===== config.mk =====
export PLATFORM = sky130hd
export DESIGN_NAME = arbitro_compuertas
export DESIGN_NICKNAME = d
export VERILOG_FILES = /design/src/rtl/compuertas_pkg.sv /design/src/rtl/unidad_compuertas.sv /design/src/rtl/arbitro_compuertas.sv
export SDC_FILE = /design/constraint.sdc
export NUM_CORES = 1
export LEC_CHECK = 0
export ABC_AREA = 1
export CAP_MARGIN = 20
export CORE_MARGIN = 3
export CORE_UTILIZATION = 40
export CTS_CLUSTER_DIAMETER = 40
export DETAILED_ROUTE_END_ITERATION = 8
export GPL_ROUTABILITY_DRIVEN = 1
export PLACE_DENSITY = 0.75
export SYNTH_ARGS = -nofsm -noshare
export SYNTH_HDL_FRONTEND = slang
export SYNTH_SLANG_ARGS = --single-unit
export TNS_END_PERCENT = 20

===== constraint.sdc =====
create_clock -name clk -period 1.7 [get_ports clk]
set_clock_uncertainty 0.05 [all_clocks]
set_input_delay 0.255 -clock clk [delete_from_list [all_inputs] [get_ports clk]]
set_output_delay 0.255 -clock clk [all_outputs]
set_load 0.02 [all_outputs]

===== src/rtl/compuertas_pkg.sv =====
// Shared opcodes and FSM state encoding for the gate-unit arbiter.
package compuertas_pkg;

  localparam logic [2:0] OP_NOT  = 3'd0;
  localparam logic [2:0] OP_AND  = 3'd1;
  localparam logic [2:0] OP_OR   = 3'd2;
  localparam logic [2:0] OP_XOR  = 3'd3;
  localparam logic [2:0] OP_XNOR = 3'd4;
  localparam logic [2:0] OP_NAND = 3'd5;

  typedef enum logic [1:0] {
    IDLE = 2'd0,
    EVAL = 2'd1,
    RESP = 2'd2
  } estado_t;

endpackage


===== src/rtl/unidad_compuertas.sv =====
// Combinational vectorised gate unit; opcodes 6 and 7 give a zero result and raise err.
module unidad_compuertas
  import compuertas_pkg::*;
#(
  parameter int W = 8
) (
  input  logic [W-1:0] a,
  input  logic [W-1:0] b,
  input  logic [2:0]   op,
  output logic [W-1:0] y,
  output logic         err
);

  always_comb begin
    y   = '0;
    err = 1'b0;
    case (op)
      OP_NOT:  y = ~a;
      OP_AND:  y = a & b;
      OP_OR:   y = a | b;
      OP_XOR:  y = a ^ b;
      OP_XNOR: y = ~(a ^ b);
      OP_NAND: y = ~(a & b);
      default: err = 1'b1;
    endcase
  end

endmodule


===== src/rtl/arbitro_compuertas.sv =====
// Round-robin arbiter sharing one gate unit among N_REQ requesters; one transaction per 3 cycles.
//
// state | meaning
// IDLE  | waiting for a request; on a winner, latch its operands and pulse gnt
// EVAL  | gnt high; latched operands go through the gate unit
// RESP  | res_valid high with res/res_id/res_err
module arbitro_compuertas
  import compuertas_pkg::*;
#(
  parameter int N_REQ = 4,
  parameter int W     = 8
) (
  input  logic               clk,
  input  logic               rst_n,
  input  logic [N_REQ-1:0]   req,
  input  logic [N_REQ*W-1:0] a_in,
  input  logic [N_REQ*W-1:0] b_in,
  input  logic [N_REQ*3-1:0] op_in,
  output logic [N_REQ-1:0]   gnt,
  output logic               res_valid,
  output logic [W-1:0]       res,
  output logic [2:0]         res_id,
  output logic               res_err
);

  estado_t          state, state_nxt;
  logic [2:0]       ptr;
  logic [W-1:0]     a_q, b_q;
  logic [2:0]       op_q;
  logic [N_REQ-1:0] rot;
  logic             win_found;
  logic [2:0]       win_idx;
  logic             load, done;
  logic [W-1:0]     y;
  logic             err;

  // Rotate so bit 0 is the requester right after the last winner.
  always_comb begin
    rot       = N_REQ'({req, req} >> (int'(ptr) + 1));
    win_found = 1'b0;
    win_idx   = '0;
    for (int i = N_REQ - 1; i >= 0; i--) begin
      if (rot[i]) begin
        win_found = 1'b1;
        win_idx   = 3'((int'(ptr) + 1 + i) % N_REQ);
      end
    end
  end

  always_comb begin
    state_nxt = state;
    load      = 1'b0;
    done      = 1'b0;
    case (state)
      IDLE: begin
        if (win_found) begin
          state_nxt = EVAL;
          load      = 1'b1;
        end
      end
      EVAL: begin
        state_nxt = RESP;
        done      = 1'b1;
      end
      RESP:    state_nxt = IDLE;
      default: state_nxt = IDLE;
    endcase
  end

  always_ff @(posedge clk or negedge rst_n) begin
    if (!rst_n) state <= IDLE;
    else        state <= state_nxt;
  end

  always_ff @(posedge clk or negedge rst_n) begin
    if (!rst_n) begin
      a_q       <= '0;
      b_q       <= '0;
      op_q      <= '0;
      ptr       <= 3'(N_REQ - 1);
      gnt       <= '0;
      res_valid <= 1'b0;
      res       <= '0;
      res_id    <= '0;
      res_err   <= 1'b0;
    end else begin
      gnt       <= '0;
      res_valid <= 1'b0;
      if (load) begin
        a_q    <= a_in[int'(win_idx)*W +: W];
        b_q    <= b_in[int'(win_idx)*W +: W];
        op_q   <= op_in[int'(win_idx)*3 +: 3];
        gnt    <= N_REQ'(1) << win_idx;
        ptr    <= win_idx;
        res_id <= win_idx;
      end
      if (done) begin
        res       <= y;
        res_err   <= err;
        res_valid <= 1'b1;
      end
    end
  end

  unidad_compuertas #(.W(W)) u_unidad (
    .a   (a_q),
    .b   (b_q),
    .op  (op_q),
    .y   (y),
    .err (err)
  );

endmodule


Yosys cells after proc, flatten, opt, wreduce, memory -nomap -nowiden

Cells that the tools add are included.

Bitwise operators: 10
Multiply operators: 1
Shift-type cells: 5
Mux-type cells: 17
Reductions and logical operators: 7
Add/subtract/negate cells: 4
Eq/ne operators: 7

Operators with widths:

| operator                                             | count |
|---|---|
| adder 32 x 3 -> 32 bit (second input constant)       | 2 |
| variable part select 32 x 7 -> 8 bit                 | 2 |
| one-hot mux 8 bit (6 select lines)                   | 1 |
| adder 32 x 2 -> 32 bit (second input constant)       | 1 |
| >> shifter 8 x 32 -> 4 bit                           | 1 |
| inverter 8 bit                                       | 3 |
| two-way mux 3 bit                                    | 4 |
| variable part select 12 x 6 -> 3 bit                 | 1 |
| two-way mux 1 bit                                    | 9 |
| AND 8 bit                                            | 1 |
| OR 8 bit                                             | 1 |
| OR reduction 2 bit                                   | 4 |
| bitwise XOR 8 bit                                    | 1 |
| equality test 3 x 2 -> 1 bit (second input constant) | 2 |
| equality test 3 bit (second input constant)          | 2 |
| OR reduction 6 bit                                   | 1 |
| multiplier 3 x 2 -> 5 bit (second input constant)    | 1 |
| adder 3 x 1 -> 4 bit (second input constant)         | 1 |
| two-way mux 4 bit                                    | 1 |
| one-hot mux 2 bit (2 select lines)                   | 1 |
| << shifter 1 x 3 -> 4 bit (first input constant)     | 1 |
| AND 1 bit                                            | 3 |
| equality test 3 x 1 -> 1 bit (second input constant) | 1 |
| zero test 3 bit                                      | 1 |
| 5 further kinds                                      | 5 |

Word-level logic and storage cells: 61
Register bits after elaboration: 41
Output and inout bits: 17
Bits of input ports: 82

Depth between registers and ports, before layout

Word-level depth: 10
Mapped depth: 16
Depth with buffers taken out: 13

Cells and area by module

A second synthesis with hierarchy kept.

Cell total of the unflattened synthesis: 583
Area, all modules: 3453.3 µm²

By module, submodules not included:

| module             | cells an instance | instances | area an instance (µm²) | sequential area each (µm²) |
|---|---|---|---|---|
| arbitro_compuertas | 423               | 1         | 2620.0                 | 978.4 |
| unidad_compuertas  | 160               | 1         | 833.3                  | 0.0 |

Worst setup path after synthesis

OpenSTA, ideal clock, no wires.

Path type: register to register
Start point: register ptr[0]
End point: register b_q[0]
Period minus slack after synthesis: 1.846 ns
Cell stages (with the launch flop): 15
Path buffers: 3
Library setup time: 0.117 ns
Arrival: 1.679 ns
Slack: -0.146 ns
Data required time: 1.533 ns
Cells stage by stage: dfstp_2 -> buf_6 -> inv_2 -> nand2_2 -> nand2_2 -> o21ai_2 -> o21ai_1 -> nand2_2 -> buf_4 -> buf_6 -> nand3_1 -> nand3_1 -> nand2_1 -> nand2_1 -> nand2_1

Word-level cells in the longest chain between the ends: 9
Elaborated cells between the ends (all ways): 24
Classes of those cells: add/sub (4); shift (2); mux (10); bitwise (4); reduce/logical (4)

Ends and longest elaborated chain:

| element                              | RTL line                 | text |
|---|---|---|
| from (decl)                          | arbitro_compuertas.sv:27 | `logic [2:0] ptr;` |
| from (signal assigned)               | arbitro_compuertas.sv:80 | `ptr <= 3'(N_REQ - 1);` |
| from (signal assigned)               | arbitro_compuertas.sv:94 | `ptr <= win_idx;` |
| adder 3 x 1 -> 4 bit (*)             | arbitro_compuertas.sv:45 | `win_idx = 3'((int'(ptr) + 1 + i) % N_REQ);` |
| adder 32 x 3 -> 32 bit               | arbitro_compuertas.sv:45 |  |
| OR reduction 2 bit (no source line)  | n/a                      |  |
| AND 1 bit (no source line)           | n/a                      |  |
| two-way mux 3 bit (4 in a row)       | arbitro_compuertas.sv:43 | `if (rot[i]) begin` |
| variable part select 32 x 7 -> 8 bit | arbitro_compuertas.sv:91 | `b_q <= b_in[int'(win_idx)*W +: W];` |
| to (signal assigned)                 | arbitro_compuertas.sv:91 |  |
| to (decl)                            | arbitro_compuertas.sv:28 | `logic [W-1:0] a_q, b_q;` |

Mark *: on every way between the ends. The rest lies on a longest branch, timed or not.
A chain may end at the register's enable or synchronous reset.

Final worst setup path

Start point: register ptr[0]
End point: register op_q[0]

Word-level cells in the longest chain between the ends: 10
Elaborated cells between the ends (all ways): 25
Classes of those cells: add/sub (4); mul (1); shift (2); mux (10); bitwise (4); reduce/logical (4)

Ends and longest elaborated chain:

| element                              | RTL line                 | text |
|---|---|---|
| adder 3 x 1 -> 4 bit (*)             | arbitro_compuertas.sv:45 |  |
| adder 32 x 3 -> 32 bit               | arbitro_compuertas.sv:45 |  |
| OR reduction 2 bit (no source line)  | n/a                      |  |
| AND 1 bit (no source line)           | n/a                      |  |
| two-way mux 3 bit (4 in a row)       | arbitro_compuertas.sv:43 |  |
| multiplier 3 x 2 -> 5 bit            | arbitro_compuertas.sv:92 | `op_q <= op_in[int'(win_idx)*3 +: 3];` |
| variable part select 12 x 6 -> 3 bit | arbitro_compuertas.sv:92 |  |
| to (signal assigned)                 | arbitro_compuertas.sv:92 |  |
| to (decl)                            | arbitro_compuertas.sv:29 | `logic [2:0] op_q;` |

Marked as above.

==> out/summary.md <==
The top cell type by area accounts for 29.1% of the synthesized area. Leading area contributor after synthesis: dfrtp_1. For this design, the slowest cell found on the critical path is dfstp_2. The count of distinct cell types in the synthesized netlist came out at 29. For this block, the routed nets add up to 9670 um of wire. During synthesis, Yosys emitted a total of 0 warnings. By instance count, the cell type seen most on the critical path is nand2_2. On the final layout, the worst hold slack is 0.427 ns.

Counting both buffers and inverters, the worst setup path holds a total of 4. For the count of pins on the block boundary, the log shows 99. The clock passes through at most 2 buffers. The core region is 7490 um^2.

The logs give 0 for the number of maximum-capacitance constraint violations and 9060 um^2 for the overall die area. Across every metal layer, demand over resource in global routing totals 20.4%. The signal on the critical path passes through inv_4, nand2_4, nand2_4, o21ai_4, inv_2, nand2_2, nand2_2, a21oi_4, buf_12, clkbuf_16, nand3_2, nand2_2, nand2_1, nand2_1. Summed over all layers, the global routing overflow is 0.

At the pin with the least slew margin, the transition time is 0.539 ns. Clock tree synthesis inserted a total of 5 buffers. The critical path capture point was op_q[0]. The endpoint identified for the worst register-to-register timing path is op_q[0].

Summed over all cells, the static leakage comes to 2.68 nW. In this run the tool buffered the top-level ports with 97 buffer cells. In this run the number of H-tree levels came out at 2.

Mean post-synth cell area: 6.25 um^2. TritonCTS built the clock tree. The routability congestion estimate is 1.03. The run finished, with violations left. The overall die width was 95.2 um.

STA classifies the critical path endpoint as a flip-flop. The count of final max-slew check failures came out at 0. The shortest period the worst path allows was 2.08 ns; the first-pass GRT wire length was 15100 um. The sequential area share after synthesis is 30.8%, and the die extent in y is 95.2 um. The worst setup path is of the flip-flop to flip-flop kind.

Dividing the detail-routed wire length by the instance count gives 13.3 um. Excluding fillers, the count of instances in the completed layout stands at 728. Setup violations remaining at the end of the flow were counted as 27. For this run, the slowest stage of the critical path takes 0.61 ns. 0 antenna diodes ended up in the layout.

The total power was 11.7 mW; the fraction of the cycle the final worst path needs was 122%. The instance count after placement with tap cells included was 706; the required time of the worst setup path was 1.87 ns. In this run the remaining antenna-violating nets after routing total 0. The fraction of final layout cells sized beyond drive strength 1 was 14.8%; the number of DRC markers in iteration 0 was 186. Clock-pin slew was measured on the worst setup and hold paths at 0.08 ns. The final sum of negative setup slack was -8.00 ns; the cell area after synthesis was 3180 um^2. The path class of the tightest hold or removal check is input port to asynchronous set/reset pin. The pre-antenna-repair detailed-routing pass consisted of 5 iterations. Measured against its own limit, the worst slew margin works out to 64.1%. The data arrival at the endpoint of the critical path is 2.25 ns, and the count of filler cells inserted in the layout is 637.

Setup repair after global routing could not meet its margin everywhere. Counting every instance in the synthesized netlist gives 509. The routed layout has 3606 vias.

The maximum vdd drop came out at 1130 uV. Row generation in the floorplan step produced 31 rows. The register bit count reported by yosys works out to 39. The top fanout value on the critical path was 5. For this configuration, the core starts out at a cell density of 42.5%.

The checks that failed: setup timing. The startpoint of the most critical register-to-register path is ptr[0]. The tools report the critical path launch point type as a flip-flop. Dividing total power by cell area gives a power density of 2370 nW/um^2. The number of clock sinks seen by CTS is 39, and the final-report hold violation count is 0. For the initial antenna violation count, the log shows 0. Based on the critical path, the design can be clocked at up to 0.481 GHz. The number of global-route vias before repair was 3402; the critical path depth was 14.

The most critical setup path has its startpoint at ptr[0]. The tools report the clock tree root buffer cell as clkbuf_8. In the final design database the tool counted 726 nets. Entering global routing, the biggest net connects 40 pins. The number of nets handed over by synthesis was 607. The worst register-to-register path has a depth of 14. The run gives 6840 um as the half-perimeter wire length after placement. The per-cell via count in the routed design is 4.95. Setup slack on the worst reg-to-reg path comes out at -0.38 ns. The cell family contributing the most delay on the critical path is flip-flops. The post-detailed-route DRC marker count came out at 0. The growth of design area from synthesis to finish was 55.1%. The minimum setup slack in the final design is -0.377 ns. The run gives 0.28 ns as the clock latency at the later pin of the worst-skew pair.

By area the synthesized netlist is led by dfrtp_1 (29%), nand2_1 (19%), nand3_1 (14%).
cell type report:
type / count / area [um^2] / share of cell area, %
Clock buffer: 6 / 72.6 / 1.47
Inverter: 114 / 430 / 8.72
Clock inverter: 2 / 60.1 / 1.22
Sequential cell: 39 / 978 / 19.8
Multi-Input combinational cell: 332 / 1810 / 36.7
Timing Repair Buffer: 136 / 1460 / 29.6
Tap cell: 99 / 124 / 2.51
cell usage after synthesis (all sizes together):
library cell,n
nor3,6
ha,16
nor2,18
o31ai,1
buf,18
nand3,87
clkbuf,6
a21oi,2
o2bb2ai,5
conb,1
o22ai,8
xor2,1
dfrtp,37
nor4,2
nand2,164
inv,114
dfstp,2
o21ai,21
sequential cells by signal (all words and copies together) (netlist names):
name	flops
a_q	8
b_q	8
gnt	4
op_q	3
ptr	2
res	8
res_err	1
res_id	2
res_valid	1
state	2
stage by stage:
stage | utilization [%] | setup WS (ns) | cell area, um^2
final | 65.9 | -0.377 | 4930
after global routing | 65.9 | -0.449 | 4930
after floorplan | - | -0.134 | 3190
after global placement | 58.5 | -0.360 | 4380
after CTS | 61.0 | -0.274 | 4560
after detailed placement | 58.5 | -0.394 | 4380
routing by layer:
| metal | track usage, % | share of wire, % | up-vias |
|---|---|---|---|
| met2 | 33.2 | 46 | 147 |
| met1 | 28.5 | 45 | 1638 |
| met4 | 4.21 | 2.2 | 0 |
| met3 | 3.16 | 6.4 | 24 |
| met5 | 0 | 0 | - |
| li1 | - | - | 1797 |
where the power goes:
group	total [mW]	switching (mW)	internal (mW)
clock network	0.904	0.317	0.587
registers	1.81	0.393	1.41
logic	8.97	4.83	4.14
total	11.7	5.54	6.14
cell families after synthesis:
group	after synthesis	synth area share [%]
AOI/OAI and AO/OA	37	7.04
xor gates and xnor gates	1	0.275
adders and majority gates	16	6.29
buffers and inverters	138	18.3
DFF	39	30.8
other	1	0.118
and+or+nand+nor	277	37.2
worst register-to-register path, stage by stage (launching register included):
cell and delay (ns):
dfstp_2 0.61, inv_4 0.07, nand2_4 0.08, nand2_4 0.06
o21ai_4 0.17, inv_2 0.09, nand2_2 0.10, nand2_2 0.07
a21oi_4 0.14, buf_12 0.14, clkbuf_16 0.15, nand3_2 0.08
nand2_2 0.08, nand2_1 0.07, nand2_1 0.06
timing repair:
action / 4_1_cts / 5_1_grt
cloned: 0 / 7
hold buffers: 1 / 0
resized for setup: 8 / 38
pin swaps: 1 / 15
buffers inserted: 1 / 5
endpoints found under the setup margin: 27 / 30
hold endpoints to repair: 19 / 0
cell usage in the layout, fill, tap and decap left out, drive strengths merged:
cell,count
xor2,1
nor2,18
o22ai,8
clkdlybuf4s50,96
o31ai,1
nand2,164
bufinv,2
nand3,87
dfstp,2
nor3,6
a21oi,2
o2bb2ai,5
o21ai,21
conb,1
nor4,2
dlygate4sd3,1
dfrtp,37
ha,16
buf,34
clkbuf,11
inv,114
how the worst min path moves through the flow:
stage	end	slack (ns)	cells after the start
after CTS	state[1]	0.42	1
final	gnt[2]	0.43	2
after global placement	state[1]	0.21	1
after global routing	res[4]	0.46	2
after floorplan	a_q[0]	-0.09	0
after detailed placement	gnt[3]	0.22	1
(Power assumes the default switching activity.)
